## src/rtl/hilo_seq_ctrl.sv

```systemverilog
// Timing and sequencing controller for the multi-cycle HI/LO mult/div unit.
// Optional feature: define HILO_CANCEL_EN to let a CP0 request abort an in-flight op.
module hilo_seq_ctrl #(
  parameter int MULT_CYCLES = 5,
  parameter int DIV_CYCLES  = 10,
  parameter int CNT_W       = 4
) (
  input  logic       clk,
  input  logic       reset,
  input  logic       req,
  input  logic       e_valid,
  input  logic [3:0] e_type,
  input  logic       d_hilo,
  output logic       md_start,
  output logic [1:0] md_op,
  output logic       md_commit,
  output logic       hi_we,
  output logic       lo_we,
  output logic       hilo_busy,
  output logic       stall,
  output logic       err
);

  typedef enum logic {
    IDLE = 1'b0,
    RUN  = 1'b1
  } state_t;

  localparam logic [CNT_W-1:0] MULT_LOAD = CNT_W'(MULT_CYCLES - 1);
  localparam logic [CNT_W-1:0] DIV_LOAD  = CNT_W'(DIV_CYCLES - 1);

  state_t           state_q, state_d;
  logic [CNT_W-1:0] cnt_q, cnt_d;
  logic             err_q, err_d;
  logic             is_md, is_hilo, cancel;

  assign is_md   = e_type inside {[4'd1:4'd4]};
  assign is_hilo = e_type inside {[4'd1:4'd8]};

`ifdef HILO_CANCEL_EN
  assign cancel = req;
`else
  assign cancel = 1'b0;
`endif

  // NOTE: every combinational output and next-state gets a default before any
  // branch, so no path leaves a value unassigned and no latch is inferred.
  always_comb begin
    state_d   = state_q;
    cnt_d     = cnt_q;
    err_d     = err_q;
    md_start  = 1'b0;
    md_op     = 2'd0;
    md_commit = 1'b0;
    hi_we     = 1'b0;
    lo_we     = 1'b0;
    if (reset) begin
      unique case (state_q)
        IDLE: begin
          if (e_valid && !req) begin
            md_start = is_md;
            hi_we    = (e_type == 4'd7);
            lo_we    = (e_type == 4'd8);
          end
          if (md_start) begin
            md_op   = 2'(e_type - 4'd1);
            cnt_d   = (e_type <= 4'd2) ? MULT_LOAD : DIV_LOAD;
            state_d = RUN;
          end
        end
        RUN: begin
          // Any HI/LO op reaching E here slipped past the stall; flag and drop it.
          if (e_valid && is_hilo) err_d = 1'b1;
          if (cancel) begin
            state_d = IDLE;
            cnt_d   = '0;
          end else if (cnt_q == '0) begin
            md_commit = 1'b1;
            state_d   = IDLE;
          end else begin
            cnt_d = cnt_q - CNT_W'(1);
          end
        end
        default: state_d = IDLE;
      endcase
    end
    // The commit cycle already releases the stall so a dependent mf lands at t+N+1.
    hilo_busy = reset & (md_start | ((state_q == RUN) & ~md_commit));
    stall     = d_hilo & hilo_busy;
  end

  // NOTE: sequential state uses non-blocking assignments so every register
  // samples the pre-edge values regardless of statement order.
  always_ff @(posedge clk) begin
    if (!reset) begin
      state_q <= IDLE;
      cnt_q   <= '0;
      err_q   <= 1'b0;
    end else begin
      state_q <= state_d;
      cnt_q   <= cnt_d;
      err_q   <= err_d;
    end
  end

  assign err = err_q;

endmodule
```

## config.mk

```make
export PLATFORM = sky130hd
export DESIGN_NAME = hilo_seq_ctrl
export DESIGN_NICKNAME = d
export VERILOG_FILES = /design/src/rtl/hilo_seq_ctrl.sv
export SDC_FILE = /design/constraint.sdc
export NUM_CORES = 1
export LEC_CHECK = 0
export BUFFER_PORTS_ARGS = -buffer_cell sky130_fd_sc_hd__buf_2
export CAP_MARGIN = 20
export CORE_AREA = 2 2 39 41
export DETAILED_ROUTE_END_ITERATION = 7
export DIE_AREA = 0 0 41 43
export SYNTH_ARGS = -nofsm -noshare
export SYNTH_HDL_FRONTEND = slang
export SYNTH_SLANG_ARGS = --single-unit
export TNS_END_PERCENT = 50
```

## constraint.sdc

```tcl
create_clock -name clk -period 2.88 [get_ports clk]
set_input_delay 0.288 -clock clk [delete_from_list [all_inputs] [get_ports clk]]
set_output_delay 0.288 -clock clk [all_outputs]
set_load 0.005 [all_outputs]
```

==> metrics.yaml <==
multi_input_area_um2: 346.6
status: "finished, final reports clean"
final_cells: 92
setup_viol: 0
clock_skew_ns: 0.002869
fill_cells: 150
antenna_found_initial: 0
clock-sinks: 6
dpl.hpwl_um: 731.6
grt_pass1_vias: 348
area_growth_pct: 23.87
clk_pin_slew_worst_paths_ns: 0.05
cts_tree: "done"
fin_crit_sh: 0.7730
slew_violations: 0
die_y_um: 43
grt_setup_unrepaired: "no"
slew_headroom: 0.6816
ys_types: 27
clock-root-buffer: "clkbuf_4"
grt_usage: 0.1145
layout_commonest_cell: "buf_2"
dp_cells: 89
grt_pass1_wl_mm: 1.345
drc: 0
critPathTopFamily: "simple AND/OR/NAND/NOR gates"
overflow: 0
cts_hold_buf: 0
final_layout_size_suffix_gt1_frac: 0.2895
grt_max_degree: 13
antenna_left: 0
slowest_stage: "or3b_1"
numCtsBuffers: 3
worstSkewPairLatency_ns: 0.25
dpl_cell_area_um2: 594.3
drv_cap: 0
yosys_most_used_dff: "dfxtp_1"
critPathBufInv: 2
tightest_slew_ns: 0.4769
critPathRequiredTime_ns: 2.59
die_w_um: 41
syn_nets: 72
critPathLaunchType: "flop"
regArea_um2: 120.1
place.gp.congestion: 0.7566
syn_area_um2: 498.0
core_mm2: 0.001384
drt_first_pass_iters: 4
clock.fmax_mhz: 449.2
vias: 478
via_per_inst: 5.196
synth.avg_cell_area_um2: 8.586
route.detailed.wl_per_inst_um: 10.29
drt-initial-drc-count: 2
num-nets-final: 92
finalHoldWorstSlack_ns: 0.3358
peakVddDrop_uv: 218.6
p_leak_uw: 0.0003072
start_util: 0.3599
power.density_mw_per_mm2: 345.4
arrival_ns: 1.94
n_antenna_cell: 0
final_cell_area_um2: 616.8
ys_seq_elements: 6
hp-class: "input port to flop"
io_pins: 18
ys_seq_area_frac: 0.2412
worstSetupPathType: "flop to primary output"
htree_levels: 1
synth_edf_count: 0
ys_async_sr_fraction: 0
worstPathCellList: "inv_1 > ha_1 > or3b_1 > a32oi_4 > nor2b_1 > and2_1 > buf_2"
dieArea_mm2: 0.001763
setup_tns_ns: 0
worst-path-max-fanout: 9
ys_warn_count: 0
final_cell_mix: "17 x buf_2, 6 x inv_1, 6 x dfxtp_1"
row_count: 14
placement.io_buffers: 17
hold_viol: 0
cpPeakStageDelay_ns: 0.42
cts.path.max_buffers: 2
postCtsSetupRepairBufs: 0
netlist_instances: 58
min_period_ns: 2.226
end_kind: "primary output"
drt_wl_total_um: 947
cts_resized: 0
-- metal layers --
metal	vias to the layer above	track usage	wire length, um
li1	242	-	-
met4	0	0.02000	0
met3	0	0.07853	78
met5	-	0	0
met1	222	0.1350	428
met2	14	0.1688	440
-- through the flow --
stage | total power (uW) | util | setup slack, ns
final | 213.0 | 0.4458 | 0.6537
after global routing | 227.4 | 0.4458 | 0.5402
after CTS | 215.4 | 0.4458 | 0.6454
after detailed placement | 133.2 | 0.4295 | 0.8307
after global placement | 132.8 | 0.4295 | 0.8355
after floorplan | 118.1 | - | 1.111
-- logic make-up (layout without fill, tap and decap cells) --
family | count (synthesis) | after routing | share of synthesized area
DFF | 6 | 6 | 0.2412
buffers and inverters | 8 | 26 | 0.06279
and+or+nand+nor | 27 | 27 | 0.3668
AOI/OAI and AO/OA | 12 | 12 | 0.2035
adders and majority gates | 5 | 5 | 0.1256
-- cells in the mapped netlist, drive strengths merged (2+ instances only) --
cell type / number / area share
ha: 5 / 0.13
a31oi: 2 / 0.025
nor2b: 3 / 0.038
or3b: 2 / 0.035
nor3b: 3 / 0.045
a21oi: 2 / 0.020
dfxtp: 6 / 0.24
nand3b: 3 / 0.045
inv: 6 / 0.045
nor2: 5 / 0.038
and3: 2 / 0.025
nand2: 3 / 0.023
o21ai: 2 / 0.020
-- flip-flops by register name (all words and copies together) (netlist names) --
signal   flops
state_q      1
cnt_q        4
err          1
-- worst min-delay path, delay by kind of cell --
kind	cells	cell delay, ns
buffers and inverters	1	0.10
and+or+nand+nor	1	0.09
AOI/OAI and AO/OA	1	0.07
-- final cells by class --
class,count,area share
clock buffers,3,0.03651
inverters,6,0.03651
multi-input cells,44,0.5619
flip-flops and latches,6,0.1947
well taps,16,0.03245
repair buffers,17,0.1379
-- path summary, 6_finish.rpt --
kind | startpoint | to | slack (ns) | depth (start not counted)
min | e_valid | err$_SDFFE_PN0P_ | 0.34 | 3
max reg2reg | cnt_q[0]$_SDFFE_PN0P_ | cnt_q[2]$_SDFFE_PN0P_ | 1.13 | 6
max | cnt_q[0]$_SDFFE_PN0P_ | stall | 0.65 | 7
min reg2reg | cnt_q[1]$_SDFFE_PN0P_ | cnt_q[1]$_SDFFE_PN0P_ | 0.47 | 2
-- where the power goes --
part	switching, uW	internal [uW]	leakage (uW)
clock	34.3	47.4	0.0000138
combinational	22.2	20.0	0.000245
sequential	3.17	86.0	0.0000486
Note: power is estimated with default switching activity, not from simulation.
